[src/rtl/if_fetch_if.sv]
// Fetch-stage bus: instruction-memory read port, redirect input and the decode-side valid/ready port.
// The master side belongs to the fetch stage; the slave side is its environment.
interface if_fetch_if;
    logic        imem_req_out;
    logic [31:0] imem_addr_out;
    logic        imem_rvalid_in;
    logic [31:0] imem_rdata_in;
    logic        redirect_in;
    logic [31:0] redirect_pc_in;
    logic        instr_valid_out;
    logic        instr_ready_in;
    logic [31:0] instr_out;
    logic [31:0] pc_out;

    modport master (
        output imem_req_out, imem_addr_out, instr_valid_out, instr_out, pc_out,
        input  imem_rvalid_in, imem_rdata_in, redirect_in, redirect_pc_in, instr_ready_in
    );

    modport slave (
        input  imem_req_out, imem_addr_out, instr_valid_out, instr_out, pc_out,
        output imem_rvalid_in, imem_rdata_in, redirect_in, redirect_pc_in, instr_ready_in
    );
endinterface

[src/rtl/if_fetch.sv]
// RV32I instruction fetch: one outstanding word read, single-entry output register to decode,
// and redirect handling that flushes the output slot and drops any stale in-flight response.
module if_fetch #(
    parameter logic [31:0] RESET_PC = 32'h0000_0000
) (
    input  logic       clk,
    input  logic       rst_n,
    if_fetch_if.master bus
);
    typedef enum logic [1:0] {IDLE, FETCH, WAIT} state_t;

    localparam logic [31:0] RESET_PC_ALIGNED = RESET_PC & ~32'h3;

    state_t      state_q, state_d;
    logic [31:0] pc_q, pc_d;
    logic        drop_q, drop_d;
    logic        valid_q, valid_d;
    logic [31:0] instr_q, instr_d;
    logic [31:0] pc_out_q, pc_out_d;
    logic        req_q, req_d;
    logic [31:0] addr_q, addr_d;

    logic        slot_free;
    logic [31:0] redirect_tgt;
    logic [31:0] pc_inc;

    assign slot_free    = !valid_q || bus.instr_ready_in;
    assign redirect_tgt = bus.redirect_pc_in & ~32'h3;
    assign pc_inc       = pc_q + 32'd4;

    always_comb begin
        state_d  = state_q;
        pc_d     = pc_q;
        drop_d   = drop_q;
        valid_d  = valid_q;
        instr_d  = instr_q;
        pc_out_d = pc_out_q;
        req_d    = 1'b0;
        addr_d   = addr_q;

        if (valid_q && bus.instr_ready_in)
            valid_d = 1'b0;

        case (state_q)
            IDLE: begin
                if (bus.redirect_in) begin
                    pc_d = redirect_tgt;
                end else if (slot_free) begin
                    // Request/address are registered so they are clean Moore outputs in FETCH.
                    state_d = FETCH;
                    req_d   = 1'b1;
                    addr_d  = pc_q;
                end
            end
            FETCH: begin
                state_d = WAIT;
                if (bus.redirect_in) begin
                    drop_d = 1'b1;
                    pc_d   = redirect_tgt;
                end
            end
            WAIT: begin
                if (bus.imem_rvalid_in) begin
                    state_d = IDLE;
                    drop_d  = 1'b0;
                    if (!drop_q && !bus.redirect_in) begin
                        instr_d  = bus.imem_rdata_in;
                        pc_out_d = pc_q;
                        valid_d  = 1'b1;
                        pc_d     = pc_inc;
                    end else if (bus.redirect_in) begin
                        pc_d = redirect_tgt;
                    end
                end else if (bus.redirect_in) begin
                    drop_d = 1'b1;
                    pc_d   = redirect_tgt;
                end
            end
            default: state_d = IDLE;
        endcase

        // Flush wins over both consume and load.
        if (bus.redirect_in)
            valid_d = 1'b0;
    end

    always_ff @(posedge clk or negedge rst_n) begin
        if (!rst_n) begin
            state_q  <= IDLE;
            pc_q     <= RESET_PC_ALIGNED;
            drop_q   <= 1'b0;
            valid_q  <= 1'b0;
            instr_q  <= 32'd0;
            pc_out_q <= 32'd0;
            req_q    <= 1'b0;
            addr_q   <= 32'd0;
        end else begin
            state_q  <= state_d;
            pc_q     <= pc_d;
            drop_q   <= drop_d;
            valid_q  <= valid_d;
            instr_q  <= instr_d;
            pc_out_q <= pc_out_d;
            req_q    <= req_d;
            addr_q   <= addr_d;
        end
    end

    assign bus.imem_req_out    = req_q;
    assign bus.imem_addr_out   = addr_q;
    assign bus.instr_valid_out = valid_q;
    assign bus.instr_out       = instr_q;
    assign bus.pc_out          = pc_out_q;
endmodule

[src/flat_wrapper.sv]
// flat-port wrapper written by rule: the top's interface ports become plain ports
module if_fetch_flat 
#(
    parameter logic [31:0] RESET_PC = 32'h0000_0000
)
  (clk, rst_n, bus_imem_req_out, bus_imem_addr_out, bus_instr_valid_out, bus_instr_out, bus_pc_out, bus_imem_rvalid_in, bus_imem_rdata_in, bus_redirect_in, bus_redirect_pc_in, bus_instr_ready_in);
  if_fetch_if bus_i ();
  input  logic clk;
  input  logic rst_n;
  output wire logic [$bits(bus_i.imem_req_out)-1:0] bus_imem_req_out;
  output wire logic [$bits(bus_i.imem_addr_out)-1:0] bus_imem_addr_out;
  output wire logic [$bits(bus_i.instr_valid_out)-1:0] bus_instr_valid_out;
  output wire logic [$bits(bus_i.instr_out)-1:0] bus_instr_out;
  output wire logic [$bits(bus_i.pc_out)-1:0] bus_pc_out;
  input wire logic [$bits(bus_i.imem_rvalid_in)-1:0] bus_imem_rvalid_in;
  input wire logic [$bits(bus_i.imem_rdata_in)-1:0] bus_imem_rdata_in;
  input wire logic [$bits(bus_i.redirect_in)-1:0] bus_redirect_in;
  input wire logic [$bits(bus_i.redirect_pc_in)-1:0] bus_redirect_pc_in;
  input wire logic [$bits(bus_i.instr_ready_in)-1:0] bus_instr_ready_in;
  assign bus_imem_req_out = bus_i.imem_req_out;
  assign bus_imem_addr_out = bus_i.imem_addr_out;
  assign bus_instr_valid_out = bus_i.instr_valid_out;
  assign bus_instr_out = bus_i.instr_out;
  assign bus_pc_out = bus_i.pc_out;
  assign bus_i.imem_rvalid_in = bus_imem_rvalid_in;
  assign bus_i.imem_rdata_in = bus_imem_rdata_in;
  assign bus_i.redirect_in = bus_redirect_in;
  assign bus_i.redirect_pc_in = bus_redirect_pc_in;
  assign bus_i.instr_ready_in = bus_instr_ready_in;
  if_fetch #(.RESET_PC(RESET_PC)) u_core (.clk(clk), .rst_n(rst_n), .bus(bus_i));
endmodule
[config.mk]
export PLATFORM = sky130hd
export DESIGN_NAME = if_fetch_flat
export DESIGN_NICKNAME = d
export VERILOG_FILES = /design/src/rtl/if_fetch_if.sv /design/src/rtl/if_fetch.sv /design/src/flat_wrapper.sv
export SDC_FILE = /design/constraint.sdc
export NUM_CORES = 1
export LEC_CHECK = 0
export CAP_MARGIN = 20
export CELL_PAD_IN_SITES_DETAIL_PLACEMENT = 1
export CELL_PAD_IN_SITES_GLOBAL_PLACEMENT = 1
export CORE_UTILIZATION = 40
export CTS_CLUSTER_SIZE = 10
export DETAILED_ROUTE_END_ITERATION = 8
export GPL_TIMING_DRIVEN = 0
export PLACE_DENSITY_LB_ADDON = 0.1
export SYNTH_ARGS = -nofsm -noshare
export SYNTH_HDL_FRONTEND = slang
export SYNTH_SLANG_ARGS = --single-unit
[constraint.sdc]
create_clock -name clk -period 3.91 [get_ports clk]
set_clock_uncertainty 0.2 [all_clocks]
set_input_delay 0.5865 -clock clk [delete_from_list [all_inputs] [get_ports clk]]
set_output_delay 0.5865 -clock clk [all_outputs]
set_load 0.1 [all_outputs]
==> out/summary.txt <==
FP Rows - 44
TritonRoute pass-1 iters - 4
Fmax achieved - 0.3283 GHz
Final min period - 3.046 ns
Post-Syn Area - 0.005944 sq mm
status - finished, final reports clean
# diodes - 0
DRC errors left - 0
vias per cell - 5.470
GR Overflow Total - 0
RR Startpoint - u_core.state_q[0]$_DFFE_PN0P_
critical path fanouts, max - 10
initial DRC count - 245
Unique masters post-synth - 47
htree depth - 4
first-pass GRT wire length - 27680 microns
Layout area overhead - 41.38%
Fin. Hold Viols - 0
max_cap viols - 0
vias in the first global route - 5060
Total GRT Usage - 0.2442
Synth Flop Type - dfrtp_1
die width - 123.9 microns
Syn Nets - 575
detailed-route via count - 4808
postcts setup bufs - 0
final core occ - 0.5783
final wirelength - 17510 microns
crit path launch type - primary input
CP arrival - 3.18 ns
asr flop ratio synth - 1.000
slowest stage cell on the critical path - nor2_1
slew margin rel. - 0.3281
Cells after Synth - 501
DR WL/cell - 19.92 microns
GP Congestion - 0.8733
initial antenna violation count - 0
worst hold margin - 0.2902 ns
final setup vio count - 0
CP Launch Point - bus_redirect_in
endpoint class of the critical path - register
Worst EP required - 4.04 ns
Max Slew Vio Count - 0
Root Driver - clkbuf_16
mean post-synth cell area - 11.87 sq um
worst min-delay path class - reg -> reg
count of cells resized by post-cts repair - 0
Seq/Total Area, Yosys - 0.5599
Critical Path Sink - u_core.pc_q[13]$_DFFE_PN0P_
largest net degree at the start of global routing - 73
Die Span Y - 123.9 microns
Core ar. - 0.01453 sq mm
worst reg-to-reg setup slack - 1.14 ns
RSZ-0062 raised after global routing - no
Ys Warns - 0
Worst Reg2Reg Path Length in Cells - 6
Yosys reg bits - 133
Post-synth EDFFs - 0
Initial Util - 0.4090
Max Buffers Root-to-Sink - 2
r2r endpoint - u_core.pc_q[13]$_DFFE_PN0P_
CTS Sinks - 133
Crit Path Class - in -> reg
fin crit share - 0.7790
fill count - 1535
Clk pin slew, worst setup/hold paths - 0.06 ns
most used cell, CP - clkbuf_1
worst-path cell chain - clkdlybuf4s50_1 -> inv_1 -> clkbuf_1 -> nor2_1 -> clkbuf_1 -> a22oi_1 -> o21ai_0
Die ar. - 0.01535 sq mm
post-route ant nets - 0
Port Buffers - 164
Least-Margin Pin Slew - 1.005 ns
Layout Nets - 760
CP max stage delay - 0.80 ns
DP HPWL - 12460 microns
TritonCTS buffer count - 17
CTS tree - done
insertion delay to the later sink of the worst-skew pair - 0.42 ns
share of cells above drive strength 1 - 0.1928
Top Ports - 167
-- synth_stat cells (2+ instances only) --
cell | n | area [sq um]
a21o_1 | 2 | 15.01
a21oi_1 | 21 | 105.1
a221o_1 | 2 | 20.02
a222oi_1 | 2 | 20.02
a22oi_1 | 18 | 135.1
a2bb2oi_1 | 2 | 17.52
a31oi_1 | 4 | 25.02
a41oi_1 | 2 | 17.52
and2_1 | 5 | 31.28
and3_1 | 12 | 75.07
buf_1 | 4 | 15.01
buf_2 | 10 | 50.05
buf_4 | 2 | 15.01
clkbuf_1 | 22 | 82.58
dfrtp_1 | 133 | 3328
ha_1 | 5 | 62.56
inv_1 | 10 | 37.54
mux2_2 | 88 | 991.0
mux2i_1 | 9 | 90.09
nand2_1 | 32 | 120.1
nand2b_1 | 3 | 18.77
nand3_1 | 11 | 55.05
nand4_1 | 10 | 62.56
nor2_1 | 14 | 52.55
nor2b_1 | 6 | 37.54
nor3_1 | 16 | 80.08
nor4_1 | 5 | 31.28
o21ai_0 | 26 | 130.1
o22a_1 | 2 | 17.52
o22ai_1 | 5 | 31.28
or4_1 | 2 | 15.01
-- layout by cell type (no fill, tap or decap), drive strengths merged, types with 10 or more instances in the layout --
cell           netlist  layout
a21oi               21      21
a22oi               18      18
and3                12      12
buf                 16      18
clkbuf              22      46
clkdlybuf4s50        0     163
dfrtp              133     133
inv                 10      10
mux2                88      88
nand2               32      32
nand3               13      13
nand4               10      10
nor2                14      14
nor3                16      16
o21ai               26      26
-- area by class of cell --
class | instances | area [sq um] | share of cell area
repair buffers | 166 | 1680 | 0.1999
inverters | 11 | 41.29 | 0.004913
multi-input cells | 319 | 2412 | 0.2870
clock inverters | 4 | 47.55 | 0.005657
plain buffers | 38 | 162.7 | 0.01935
clock buffers | 24 | 501.7 | 0.05970
well taps | 184 | 230.2 | 0.02739
flip-flops and latches | 133 | 3328 | 0.3960
-- how the worst min path moves through the flow --
stage	startpoint	end	slack, ns	cells past startpoint
global route	u_core.bus.pc_out[12]$_DFFE_PN0P_	u_core.bus.pc_out[12]$_DFFE_PN0P_	0.31	1
CTS	u_core.bus.imem_addr_out[25]$_DFFE_PN0P_	u_core.bus.imem_addr_out[25]$_DFFE_PN0P_	0.30	2
floorplan	rst_n	u_core.bus.imem_addr_out[0]$_DFFE_PN0P_	0.09	0
finish	u_core.bus.pc_out[30]$_DFFE_PN0P_	u_core.bus.pc_out[30]$_DFFE_PN0P_	0.29	2
global placement	u_core.bus.imem_addr_out[25]$_DFFE_PN0P_	u_core.bus.imem_addr_out[25]$_DFFE_PN0P_	0.26	2
detailed placement	u_core.bus.imem_addr_out[25]$_DFFE_PN0P_	u_core.bus.imem_addr_out[25]$_DFFE_PN0P_	0.28	2
-- per-layer routing --
metal,share of wire,track usage
met1,0.43,0.3126
met2,0.50,0.4000
met3,0.058,0.05815
met4,0.016,0.09375
met5,0,0
-- cell families (layout without fill, tap and decap cells) --
kind of cell,count (synthesis),count (layout),share of synthesized area
buffers and inverters,49,243,0.03431
adder cells (fa/ha/maj),5,5,0.01052
multiplexers,97,97,0.1819
flip-flops,133,133,0.5599
AO/OA/AOI/OAI,93,93,0.1015
AND/OR/NAND/NOR,124,124,0.1120
-- what timing repair did --
action                                  4_1_cts  5_1_grt
endpoints found under the setup margin        0        0
endpoints found under the hold margin        59        0
hold buffers                                  1        0
-- critical path, delay by kind of cell --
family                 cells  cell delay (ns)
AOI/OAI and AO/OA          2             0.31
buffers and inverters      4             1.47
and+or+nand+nor            1             0.80
-- sequential cells by signal, indices dropped and copies added (netlist names) --
signal	count
u_core.bus.pc_out	32
u_core.bus.imem_addr_out	32
u_core.bus.instr_valid_out	1
u_core.drop_q	1
u_core.bus.imem_req_out	1
u_core.bus.instr_out	32
u_core.state_q	2
u_core.pc_q	32
-- per-stage QoR --
step | cell area, sq um | setup WS (ns) | TNS (ns) | cells
2_1_floorplan | 5944 | 1.360 | 0 | 501
3_3_place_gp | 7816 | -3.218 | -426.59 | 849
3_5_place_dp | 7845 | 0.5123 | 0 | 850
4_1_cts | 8404 | 0.8813 | 0 | 879
5_1_grt | 8404 | 0.7710 | 0 | 879
6_report | 8404 | 0.8641 | 0 | 879
Power is not shown: default switching activity piles up to over one toggle a cycle in this logic, so the estimate is an artifact.
